==> src/rtl/mlp_pkg.sv <==
// Shared types and sizing for the MLP classifier front end.
// Quantization mode is selected in mlp_feat_quant by the QUANT_ROUND_EN macro.
package mlp_pkg;

    localparam int N_FEAT  = 9;
    localparam int IN_W    = 8;
    localparam int Q_W     = 4;
    localparam int Q_SHIFT = 4;
    localparam int CNT_W   = 16;

    localparam int VEC_W = N_FEAT * Q_W;
    localparam int IDX_W = $clog2(N_FEAT);

    typedef enum logic {
        COLLECT = 1'b0,
        HOLD    = 1'b1
    } state_t;

endpackage

==> src/rtl/mlp_feat_quant.sv <==
// Combinational raw-feature quantizer: shift down, then saturate to Q_W bits.
// Define QUANT_ROUND_EN for round-half-up; otherwise the shift truncates.
module mlp_feat_quant
    import mlp_pkg::*;
(
    input  logic [IN_W-1:0] raw,
    output logic [Q_W-1:0]  q
);

    localparam logic [IN_W:0]  Q_MAX_WIDE = (IN_W+1)'((1 << Q_W) - 1);
    localparam logic [Q_W-1:0] Q_SAT      = '1;

    logic [IN_W:0] shifted;

`ifdef QUANT_ROUND_EN
    // One extra bit of headroom so adding the half-step cannot wrap.
    localparam logic [IN_W:0] HALF = (IN_W+1)'(1 << (Q_SHIFT - 1));
    logic [IN_W:0] sum;

    assign sum     = {1'b0, raw} + HALF;
    assign shifted = sum >> Q_SHIFT;
`else
    assign shifted = {1'b0, raw} >> Q_SHIFT;
`endif

    always_comb begin
        if (shifted > Q_MAX_WIDE) begin
            q = Q_SAT;
        end else begin
            q = shifted[Q_W-1:0];
        end
    end

endmodule

==> src/rtl/mlp_feature_loader.sv <==
// Collects N_FEAT quantized features into a packed vector and holds it until the
// classifier accepts it. Quantization rounding is enabled by QUANT_ROUND_EN.
module mlp_feature_loader
    import mlp_pkg::*;
(
    input  logic             clk,
    input  logic             rst_n,
    input  logic             feat_valid_i,
    output logic             feat_ready_o,
    input  logic [IN_W-1:0]  feat_data_i,
    input  logic             feat_last_i,
    input  logic             clear_i,
    output logic             vec_valid_o,
    input  logic             vec_ready_i,
    output logic [VEC_W-1:0] vec_o,
    output logic             err_o,
    output logic [CNT_W-1:0] frame_cnt_o
);

    localparam logic [IDX_W-1:0] LAST_IDX = IDX_W'(N_FEAT - 1);

    state_t           state;
    logic [IDX_W-1:0] idx;
    logic [Q_W-1:0]   q_beat;
    logic             accept;
    logic             handshake;

    mlp_feat_quant u_quant (
        .raw (feat_data_i),
        .q   (q_beat)
    );

    // feat_ready_o is only high in COLLECT, so acceptance implies COLLECT.
    assign accept    = feat_valid_i & feat_ready_o;
    assign handshake = vec_valid_o & vec_ready_i;

    always_ff @(posedge clk or negedge rst_n) begin
        if (!rst_n) begin
            state        <= COLLECT;
            idx          <= '0;
            feat_ready_o <= 1'b1;
            vec_valid_o  <= 1'b0;
            vec_o        <= '0;
            err_o        <= 1'b0;
            frame_cnt_o  <= '0;
        end else begin
            err_o <= 1'b0;

            // A handshake coinciding with clear_i still counts as delivered.
            if (handshake) begin
                frame_cnt_o <= frame_cnt_o + 1'b1;
            end

            if (clear_i) begin
                state        <= COLLECT;
                idx          <= '0;
                feat_ready_o <= 1'b1;
                vec_valid_o  <= 1'b0;
            end else begin
                case (state)
                    COLLECT: begin
                        if (accept) begin
                            for (int k = 0; k < N_FEAT; k++) begin
                                if (idx == IDX_W'(k)) begin
                                    vec_o[k*Q_W +: Q_W] <= q_beat;
                                end
                            end

                            if (feat_last_i) begin
                                idx <= '0;
                                if (idx == LAST_IDX) begin
                                    state        <= HOLD;
                                    vec_valid_o  <= 1'b1;
                                    feat_ready_o <= 1'b0;
                                end else begin
                                    err_o <= 1'b1;
                                end
                            end else if (idx == LAST_IDX) begin
                                // Over-long frame: drop it and start counting afresh.
                                idx   <= '0;
                                err_o <= 1'b1;
                            end else begin
                                idx <= idx + 1'b1;
                            end
                        end
                    end

                    HOLD: begin
                        if (handshake) begin
                            state        <= COLLECT;
                            vec_valid_o  <= 1'b0;
                            feat_ready_o <= 1'b1;
                        end
                    end

                    default: begin
                        state <= COLLECT;
                    end
                endcase
            end
        end
    end

endmodule

==> config.mk <==
export PLATFORM = sky130hd
export DESIGN_NAME = mlp_feature_loader
export DESIGN_NICKNAME = d
export VERILOG_FILES = /design/src/rtl/mlp_pkg.sv /design/src/rtl/mlp_feat_quant.sv /design/src/rtl/mlp_feature_loader.sv
export SDC_FILE = /design/constraint.sdc
export NUM_CORES = 1
export LEC_CHECK = 0
export CAP_MARGIN = 20
export CORE_MARGIN = 4
export CORE_UTILIZATION = 50
export CTS_BUF_LIST = sky130_fd_sc_hd__clkbuf_4
export DETAILED_ROUTE_END_ITERATION = 12
export MAX_ROUTING_LAYER = met4
export PLACE_DENSITY = 0.82
export SLEW_MARGIN = 20
export SYNTH_ARGS = -nofsm -noshare
export SYNTH_HDL_FRONTEND = slang
export SYNTH_HIERARCHICAL = 1
export SYNTH_SLANG_ARGS = --single-unit
==> constraint.sdc <==
create_clock -name clk -period 4.4 [get_ports clk]
set_clock_uncertainty 0.2 [all_clocks]
set_input_delay 1.1 -clock clk [delete_from_list [all_inputs] [get_ports clk]]
set_output_delay 1.1 -clock clk [all_outputs]
set_load 0.01 [all_outputs]
==> flow_metrics.env, run 1 <==
export IMPL_p_seq_frac=0.578
export IMPL_synthCells=194
export IMPL_setup_viol=0
export IMPL_cts_buffers=9
export IMPL_antenna_found_initial=0
export IMPL_grt_pass1_vias=1855
export IMPL_postCtsSetupRepairBufs=0
export IMPL_area_delta_synth_final_pct=29.72
export IMPL_synthesis_nets=213
export IMPL_diodes=0
export IMPL_crit_chain="clkdlybuf4s50_1"
export IMPL_drtIter0Drc=75
export IMPL_grt_busiest_layer="met2"
export IMPL_clkTransAtPathRegs_ns=0.09
export IMPL_vias=1745
export IMPL_tns_ns=0
export IMPL_dp_hpwl_um=3867
export IMPL_critical_path_startpoint_type="flip-flop"
export IMPL_p_leak_nw=1.571
export IMPL_die_w_um=80.55
export IMPL_ys_seq_elements=60
export IMPL_grt_overflow_total=0
export IMPL_rows=26
export IMPL_max_stage_delay_ns=0.58
export IMPL_grt_util_met2=0.2889
export IMPL_synth_compound_area_frac=0.02140
export IMPL_synth_xor_area_share=0.05326
export IMPL_ios=69
export IMPL_power_switching_w=0.0002562
export IMPL_clk_latency_ns=0.37
export IMPL_layout_common_cells="clkdlybuf4s50_1 (63), dfrtp_1 (59), mux2_2 (33)"
export IMPL_cts_repair_resized=0
export IMPL_core_um2=5107
export IMPL_port_buffers=64
export IMPL_critPathKind="reg -> out"
export IMPL_final_common_cell="clkdlybuf4s50_1"
export IMPL_track_usage=0.1842
export IMPL_crit_family="flip-flops"
export IMPL_drv_slew=0
export IMPL_synth_adder_area_share=0.02378
export IMPL_synth_top_area_share=0.5611
export IMPL_yosys_area_share_simple=0.1412
export IMPL_tightest_slew_ns=0.8075
export IMPL_wire_per_inst_um=15.49
export IMPL_fin_crit_sh=0.6385
export IMPL_cts_sinks=60
export IMPL_setup_worst_path_end_class="output pin"
export IMPL_nets=281
export IMPL_htree_levels=3
export IMPL_powerDensity_nw_per_um2=298.4
export IMPL_seq_area_frac_synth=0.5711
export IMPL_hold_buffers=0
export IMPL_rsz0062_at_grt="no"
export IMPL_synth_area_um2=2631
export IMPL_tritoncts="built"
export IMPL_switching_share=0.2515
export IMPL_fmax_ghz=0.3560
export IMPL_cp_slowest_cell="dfstp_2"
export IMPL_required_ns=3.10
export IMPL_hold_viol=0
export IMPL_relSlewSlack=0.4617
export IMPL_worst_slack_ns=1.591
export IMPL_timing_critical_path_buf_inv=1
export IMPL_max_clock_path_buffers=2
export IMPL_routed_wl_um=5221
export IMPL_viasPerCell=5.178
export IMPL_hold_path_class="reg -> reg"
export IMPL_gr_usage_met1=0.2346
export IMPL_pwr_share_clk=0.299
export IMPL_period_minus_slack_ns=2.809
export IMPL_status="finished, final reports clean"
export IMPL_pre_cts_slack_ns=1.359
export IMPL_firstDrtPassIters=4
export IMPL_cts_root_buffer="clkbuf_4"
export IMPL_crit_fanout=4
export IMPL_start_util=0.5152
export IMPL_p_comb_frac=0.123
export IMPL_syn_avg_cell_area_um2=13.56
export IMPL_dpl_cell_area_um2=3307
export IMPL_synth_warnings=6
export IMPL_max_cap_violations=0
export IMPL_ir_drop_mv=0.2202
export IMPL_drive_above_1_share=0.2434
export IMPL_grt_max_degree=39
export IMPL_synth_cell_types=36
export IMPL_die_area_um2=6488
export IMPL_worstPathArrival_ns=1.51
export IMPL_grt_pass1_wl_um=8790
export IMPL_intPower_w=0.0007624
export IMPL_final_antenna_net_count=0
export IMPL_reg2reg_slack_ns=2.43
export IMPL_ys_top_cells_by_area="dfrtp_1 (56%), mux2_2 (14%), xnor2_1 (3.3%)"
export IMPL_drc_errors=0
export IMPL_synth_top_area_cell="dfrtp_1"
export IMPL_gp_congestion=0.8761
export IMPL_finalInstanceArea_um2=3413
export IMPL_synth_mux_area_fraction=0.1641
export IMPL_die_y_um=80.55
export IMPL_met3_usage=0.03812
export IMPL_synth_top_family_by_area="multiplexers"
## kinds of logic (layout without fill, tap and decap cells)
logic type      Yosys count  after routing
compound gates           10             10
xor+xnor                 16             16
fa+ha+maj                 5              5
buf+inv                  11             84
flops                    60             60
mux                      37             37
simple gates             55             55
## power by group through the flow
stage | logic [W] | clock network (W) | registers [W]
2_1_floorplan | 0.0000410 | 0 | 0.000610
3_3_place_gp | 0.000125 | 0 | 0.000599
3_5_place_dp | 0.000127 | 0 | 0.000600
4_1_cts | 0.000128 | 0.000318 | 0.000589
5_1_grt | 0.000137 | 0.000342 | 0.000592
6_report | 0.000125 | 0.000305 | 0.000589
## routing by layer
metal  wire [um]  up-vias  part of all wire
li1            -      818                 -
met1        2305      874              0.44
met2        2637       47              0.51
met3         226        6             0.043
met4          52        0             0.010
met5           0        -                 0
## cells in the mapped netlist, drive strengths merged
master and n:
xnor2 10, or4 1, nand2 10, a21oi 6
nor4b 1, nor3 3, ha 5, inv 3
nor3b 2, a21o 1, nor2 10, o21ai 2
nand3 8, nor2b 1, dfrtp 59, xor2 6
nor4 2, nand4 9, dfstp 1, nand4b 2
clkbuf 1, nand3b 2, and2 1, mux2 37
or3 1, buf 7, a31o 1, and3 2
## area by class of cell
cell class                 count  area, um^2
timing repair buffer          65       643.1
inverter                       3       11.26
clock buffer                  10       75.07
clock inverter                 6       31.28
multi-input combinational    123        1062
fill                         418        1694
sequential                    60        1503
tap                           70       87.58
## final timing paths
check,startpoint,to,depth (start not counted)
min reg2reg,frame_cnt_o[13]$_DFFE_PN0P_,frame_cnt_o[13]$_DFFE_PN0P_,1
min,frame_cnt_o[13]$_DFFE_PN0P_,frame_cnt_o[13]$_DFFE_PN0P_,1
max,feat_ready_o$_DFFE_PN1P_,feat_ready_o,1
max reg2reg,idx[0]$_DFFE_PN0P_,vec_o[35]$_DFFE_PN0P_,5
min in group asynchronous,rst_n,vec_o[21]$_DFFE_PN0P_,1
max in group asynchronous,rst_n,feat_ready_o$_DFFE_PN1P_,2
## state kept, by name (all words and copies together), names as in the netlist
name,cells
idx,4
state,1
err_o,1
vec_valid_o,1
feat_ready_o,1
vec_o,36
frame_cnt_o,16
## per-stage QoR
stage | util | power (W) | hold slack [ns] | instances
after detailed placement | 0.6475 | 0.0007269 | 0.2764 | 321
after global placement | 0.6475 | 0.0007238 | 0.2630 | 321
after CTS | 0.6683 | 0.001035 | 0.2934 | 337
after global routing | 0.6683 | 0.001070 | 0.3150 | 337
after floorplan | - | 0.0006515 | 0.3076 | 194
final | 0.6683 | 0.001019 | 0.2858 | 337
(Power assumes the default switching activity.)
==> run 2: changes to the inputs <==
==> constraint.sdc (replaced) <==
create_clock -name clk -period 2.84 [get_ports clk]
set_clock_uncertainty 0.2 [all_clocks]
set_input_delay 0.71 -clock clk [delete_from_list [all_inputs] [get_ports clk]]
set_output_delay 0.71 -clock clk [all_outputs]
set_load 0.01 [all_outputs]
==> flow_metrics.env, run 2 (synthesis gave the netlist of run 1 again) <==
export IMPL_status="finished, final reports clean"
export IMPL_drive_above_1_share=0.2556
export IMPL_layout_common_cells="clkdlybuf4s50_1 (63), dfrtp_1 (59), mux2_2 (33)"
export IMPL_die_w_um=80.55
export IMPL_setup_viol=0
export IMPL_gp_congestion=0.8591
export IMPL_fin_util=0.6901
export IMPL_final_antenna_net_count=0
export IMPL_dp_hpwl_um=3820
export IMPL_routed_wl_um=5258
export IMPL_stdcell_count=340
export IMPL_nets=284
export IMPL_hold_buffers=0
export IMPL_crit_chain="clkdlybuf4s50_1"
export IMPL_drc_errors=0
export IMPL_largest_register="vec_o"
export IMPL_hold_viol=0
export IMPL_wire_per_inst_um=15.46
export IMPL_grt_pass1_vias=1772
export IMPL_crit_family="flip-flops"
export IMPL_largest_registers="vec_o (36), frame_cnt_o (16), idx (4)"
export IMPL_rows=26
export IMPL_tritoncts="built"
export IMPL_grt_max_degree=25
export IMPL_rsz0062_at_grt="no"
export IMPL_cts_repair_resized=0
export IMPL_critPathKind="reg -> out"
export IMPL_dp_cells=324
export IMPL_worstPathArrival_ns=1.54
export IMPL_ir_drop_mv=0.3798
export IMPL_diodes=0
export IMPL_setup_worst_path_end_class="output pin"
export IMPL_vias=1738
export IMPL_fin_crit_sh=0.8616
export IMPL_start_util=0.5152
export IMPL_p_leak_nw=1.626
export IMPL_port_buffers=64
export IMPL_critical_path_startpoint_type="flip-flop"
export IMPL_antenna_found_initial=0
export IMPL_grt_overflow_total=0
export IMPL_tightest_slew_ns=0.5132
export IMPL_clk_latency_ns=0.39
export IMPL_hold_path_class="in -> async"
export IMPL_core_um2=5107
export IMPL_final_common_cell="clkdlybuf4s50_1"
export IMPL_worst_slack_ns=0.3932
export IMPL_max_stage_delay_ns=0.60
export IMPL_crit_fanout=4
export IMPL_postCtsSetupRepairBufs=0
export IMPL_ios=69
export IMPL_die_y_um=80.55
export IMPL_drv_slew=0
export IMPL_firstDrtPassIters=4
export IMPL_largest_register_ffs=36
export IMPL_drtIter0Drc=135
export IMPL_timing_critical_path_buf_inv=1
export IMPL_pre_cts_slack_ns=0.2266
export IMPL_powerDensity_nw_per_um2=532.9
export IMPL_fmax_ghz=0.4087
export IMPL_tns_ns=0
export IMPL_max_cap_violations=0
export IMPL_required_ns=1.93
export IMPL_relSlewSlack=0.6579
export IMPL_grt_pass1_wl_um=8721
export IMPL_cp_slowest_cell="dfstp_2"
export IMPL_area_delta_synth_final_pct=33.95
export IMPL_clkTransAtPathRegs_ns=0.11
export IMPL_cts_sinks=60
export IMPL_die_area_um2=6488
export IMPL_htree_levels=3
export IMPL_viasPerCell=5.112
export IMPL_track_usage=0.1864
export IMPL_cts_buffers=9
export IMPL_period_minus_slack_ns=2.447
export IMPL_max_clock_path_buffers=2
export IMPL_fill_cells=401
export IMPL_cts_root_buffer="clkbuf_4"
==> run 2: cell count changes in the layout (fill, tap and decap cells not counted) <==
| cell | delta |
|---|---|
| buf_12 | +1 |
| buf_4 | +2 |
| bufinv_16 | +3 |
| clkbuf_4 | +1 |
| clkinv_1 | -1 |
| clkinv_2 | -2 |
| clkinvlp_4 | -1 |
==> run 2: power breakdown <==
part	switching, W	internal, W
clock	0.000305	0.000463
combinational	0.0000875	0.000112
sequential	0.0000188	0.000892
total	0.000411	0.00147
==> run 2: layout make-up <==
class | instances | area (um^2) | area share
sequential | 60 | 1503 | 0.4263
multi-input combinational | 123 | 1062 | 0.3014
timing repair buffer | 68 | 678.2 | 0.1924
clock inverter | 5 | 100.1 | 0.02840
tap | 70 | 87.58 | 0.02485
clock buffer | 11 | 82.58 | 0.02343
inverter | 3 | 11.26 | 0.003195
==> run 2: worst paths after layout <==
check,from,to,slack (ns),cells after the start
worst max register to register,idx[0]$_DFFE_PN0P_,vec_o[35]$_DFFE_PN0P_,0.87,5
worst max-delay path,feat_ready_o$_DFFE_PN1P_,feat_ready_o,0.39,1
max in group asynchronous,rst_n,vec_o[0]$_DFFE_PN0P_,1.75,2
worst min register to register,frame_cnt_o[15]$_DFFE_PN0P_,frame_cnt_o[15]$_DFFE_PN0P_,0.27,1
min in group clk,frame_cnt_o[15]$_DFFE_PN0P_,frame_cnt_o[15]$_DFFE_PN0P_,0.27,1
worst min-delay path,rst_n,vec_o[21]$_DFFE_PN0P_,0.07,1
==> run 2: worst register-to-register path, stage by stage, from the launching register on <==
cell,delay [ns]
dfrtp_1,0.44
inv_1,0.11
ha_1,0.26
nand3b_2,0.14
or3_4,0.40
mux2_4,0.31
==> run 2: through the flow <==
step | area [um^2] | hold slack [ns] | power (W)
after detailed placement | 3342 | 0.2678 | 0.001130
final | 3525 | 0.07175 | 0.001878
after global placement | 3342 | 0.2622 | 0.001126
after CTS | 3525 | 0.05408 | 0.001899
after global routing | 3525 | 0.07361 | 0.001962
after floorplan | 2631 | 0.2144 | 0.001009
==> run 2: per-layer routing <==
layer,global-route usage,up-vias,wire (um)
li1,-,832,-
met1,0.2438,856,2458
met2,0.2682,40,2485
met3,0.04036,10,198
met4,0.1064,0,115
met5,-,-,0
==> RTL change 1, RTL diff (flow settings as in run 2) <==
Set the package constant `IN_W` to 7 (it was 8).
--- a/src/rtl/mlp_pkg.sv
+++ b/src/rtl/mlp_pkg.sv
@@ -3,7 +3,7 @@
 package mlp_pkg;
 
     localparam int N_FEAT  = 9;
-    localparam int IN_W    = 8;
+    localparam int IN_W    = 7;
     localparam int Q_W     = 4;
     localparam int Q_SHIFT = 4;
     localparam int CNT_W   = 16;
Interface: changed (resized feat_data_i); port bits go from 69 to 68. No check against the original RTL was run, so the function may have changed too.
==> RTL change 1 against run 2 <==
  * Sequential power about the same
  * Area after synthesis is 0.14% higher
  * Synthesized cell count increased by 0.52%
  * Sequential cell count unchanged
  * Core utilization is 1.9 points lower
  * Critical path type unchanged
  * Design area is 2.8% lower
  * Wire length up 0.29%
  * Sequential share of layout area increased by 1.2 points
  * Worst setup slack better by 0.015 ns
  * Clock power shrank 38%
  * Total power fell by 15%
==> RTL change 1: results (changes against run 2) <==
most area-consuming cells after synthesis: dfrtp_1, mux2_2, xnor2_1, ha_1, mux2_4
total area of multi-input combinational cells: 1070 um2 (+0.35%)
outcome: complete, no violations
proportion of layout cells with a drive suffix above 1: 24.4% (-1.1 points)
Nets: 283 (-0.35%)
met2 routing resource usage after global routing: 28.0% (+1.2 points)
CTS Buffer Depth: 2 (unchanged)
Worst-Margin Slew: 0.530 ns (+0.0164 ns)
total number of multi-input combinational cells: 124 (+0.81%)
area share of xor/xnor cells in the synthesized design: 5.32% (-0.0076 points)
leakage: 1.58 nW (-2.6%)
Layout non-clock buf frac: 19.1% (-0.11 points)
number of library cell types mapped by synthesis: 37 (+2.8%)
share of the synthesized area in the top cell type: 56.0% (-0.080 points)
layout overhead on the synthesized area: 30.1%
GP Congestion: 0.850 (-1.1%)
Post-Synth Adder-Cell Area: 2.37% (-0.0034 points)
wire length of the first global-routing pass: 8780 um (+0.71%)
drt wl/cell: 15.5 um (+0.29%)
data arrival time at the worst-slack endpoint: 1.52 ns (-0.02 ns)
power density of the placed cells: 464 nW/um2 (-13%)
depth of the CTS H-tree: 3 (unchanged)
number of DRC markers in iteration 0: 87 (-36%)
met3 layer usage reported by global route: 5.04% (+1.0 points)
post-synthesis mux area share: 16.4% (-0.023 points)
pin count of the biggest net entering global routing: 24 (-4.0%)
VDD IR max: 0.391 mV (+3.0%)
part of the Yosys area used for sequential elements: 57.0% (-0.081 points)
Final HPWL DP: 3880 um (+1.6%)
global-route total usage across every layer: 18.7% (+0.10 points)
global routing met1 resource utilization: 24.5% (+0.16 points)
number of port buffers: 63 (-1.6%)
Clock Network Area Fraction: 3.03% (-2.2 points)
worst slack at placement: 0.234 ns (+0.00689 ns)
Avg Cell Area, Syn: 13.5 um2 (-0.37%)
power dissipated by switching net loads: 0.401 mW (-2.4%)
Hold Worst Slack: 0.0765 ns (+0.00476 ns)
number of fillers in the final layout: 396 (-1.2%)
sequential fraction of design power: 57.5% (+9.0 points)
## RTL change 1: changes by cell type after synthesis, sizes merged
cell  change
conb      +1
## RTL change 1: worst max-delay path by stage
stage | depth (start not counted) | to | start | slack [ns]
5_1_grt | 1 | feat_ready_o | feat_ready_o | 0.34
2_1_floorplan | 5 | vec_o[10] | clear_i | 0.82
3_3_place_gp | 5 | vec_o[30] | feat_valid_i | 0.27
6_report | 1 | feat_ready_o | feat_ready_o | 0.41
3_5_place_dp | 5 | vec_o[22] | feat_valid_i | 0.23
4_1_cts | 1 | feat_ready_o | feat_ready_o | 0.38
## RTL change 1: cells by family after synthesis
logic type,count (synthesis)
AND/OR/NAND/NOR,55
multiplexers,37
XOR/XNOR,16
other,1
flip-flops,60
adder cells (fa/ha/maj),5
AO/OA/AOI/OAI,10
buffers and inverters,11
## RTL change 1: routing by layer
metal / routed length [um] / up-vias
li1: - / 834
met1: 2420 / 868
met2: 2560 / 41
met3: 211 / 7
met4: 80 / 0
met5: 0 / -
==> RTL change 2, RTL diff (flow settings as in run 2) <==
Without the edit above. Compare `idx` against `LAST_IDX` with >= in place of ==.
--- a/src/rtl/mlp_feature_loader.sv
+++ b/src/rtl/mlp_feature_loader.sv
@@ -75,7 +75,7 @@
                                 end else begin
                                     err_o <= 1'b1;
                                 end
-                            end else if (idx == LAST_IDX) begin
+                            end else if (idx >= LAST_IDX) begin
                                 // Over-long frame: drop it and start counting afresh.
                                 idx   <= '0;
                                 err_o <= 1'b1;
Function: same outputs for any inputs over 4 cycles, from zero or initial values and one cycle with rst_n low; that may be too few to reach the edited logic, so the function may still have changed.
==> RTL change 2 against run 2 <==
  * Count of clock-buffer cells in the layout is 2 higher
  * Design area is 5.1% lower
  * Critical path depth stayed put
  * Total power is 9.6% lower
  * Cell count is 2.1% lower
  * Highest routed layer unchanged
  * Area after synthesis is 3.5% lower
  * Wire length is 0.74% lower
  * Via count is 1.5% lower
  * First-iteration DRC count is 14% lower
  * Sequential cell count stayed put
  * Critical path type unchanged
  * Worst setup slack worse by 0.0094 ns
==> RTL change 2: results (changes against run 2) <==
outcome: complete, no violations
number of library cell types mapped by synthesis: 28 (-22%)
Final Util: 69.4% (+0.42 points)
WL met2: 2690 um (+8.2%)
global routing met1 resource utilization: 22.9% (-1.5 points)
VDD IR max: 0.348 mV (-8.3%)
total number of vias: 1712 (-1.5%)
pin count of the biggest net entering global routing: 61 (+140%)
part of the Yosys area used for sequential elements: 59.2% (+2.1 points)
wire length of the first global-routing pass: 8900 um (+2.1%)
area share of xor/xnor cells in the synthesized design: 5.17% (-0.15 points)
relative contribution of combinational cells to total power: 14.9% (+4.3 points)
TAP cells: 67 (-4.3%)
number of fillers in the final layout: 378 (-5.7%)
cell area after placement: 3230 um2 (-3.3%)
Final HPWL DP: 3790 um (-0.88%)
crit-path max FO: 5 (+1)
number of clock buffers in the layout: 13 (+2)
total routed wirelength: 5220 um (-0.74%)
Post-synth top cells: dfrtp_1, mux2_2, nand2_1
met3 layer usage reported by global route: 5.56% (+1.5 points)
GP Congestion: 0.725 (-16%)
proportion of layout cells with a drive suffix above 1: 22.2% (-3.4 points)
share of the synthesized area in compound gates (AO/OA/AOI/OAI): 1.87% (-0.27 points)
multi-input gate share of the layout cell area: 29.4% (-0.70 points)
vias in the first global route: 1811 (+2.2%)
Nets: 280 (-1.4%)
met2 routing resource usage after global routing: 31.3% (+4.5 points)
worst slack at placement: 0.205 ns (-0.0219 ns)
register clock-pin slew on the reported worst setup and hold paths: 0.09 ns (-0.02 ns)
clock network fraction of design power: 29.7% (-11 points)
terminus of the critical flop-to-flop path: vec_o[32]
most area-consuming cells after synthesis: dfrtp_1, mux2_2, nand2_1, xnor2_1, ha_1
==> RTL change 2: cell count changes in the layout (fill, tap and decap cells not counted), sizes merged, moves of 2 or more <==
cell    change
nor3b       -2
nand4       -6
nor4        +3
nor2        -2
clkbuf      +2
bufinv      -3
nand2      +11
buf         -2
==> RTL change 2: cells by family after synthesis <==
group                    after synthesis
AO/OA/AOI/OAI                          9
XOR/XNOR                              15
adder cells (fa/ha/maj)                5
buffers and inverters                  9
flip-flops                            60
multiplexers                          37
AND/OR/NAND/NOR                       55
==> RTL change 2: metrics by stage <==
| step | power, mW | cells | hold slack [ns] |
|---|---|---|---|
| 2_1_floorplan | 1.06 | 190 | 0.214 |
| 3_3_place_gp | 1.21 | 317 | 0.258 |
| 3_5_place_dp | 1.21 | 317 | 0.262 |
| 4_1_cts | 1.72 | 333 | 0.265 |
| 5_1_grt | 1.79 | 333 | 0.285 |
| 6_report | 1.70 | 333 | 0.249 |
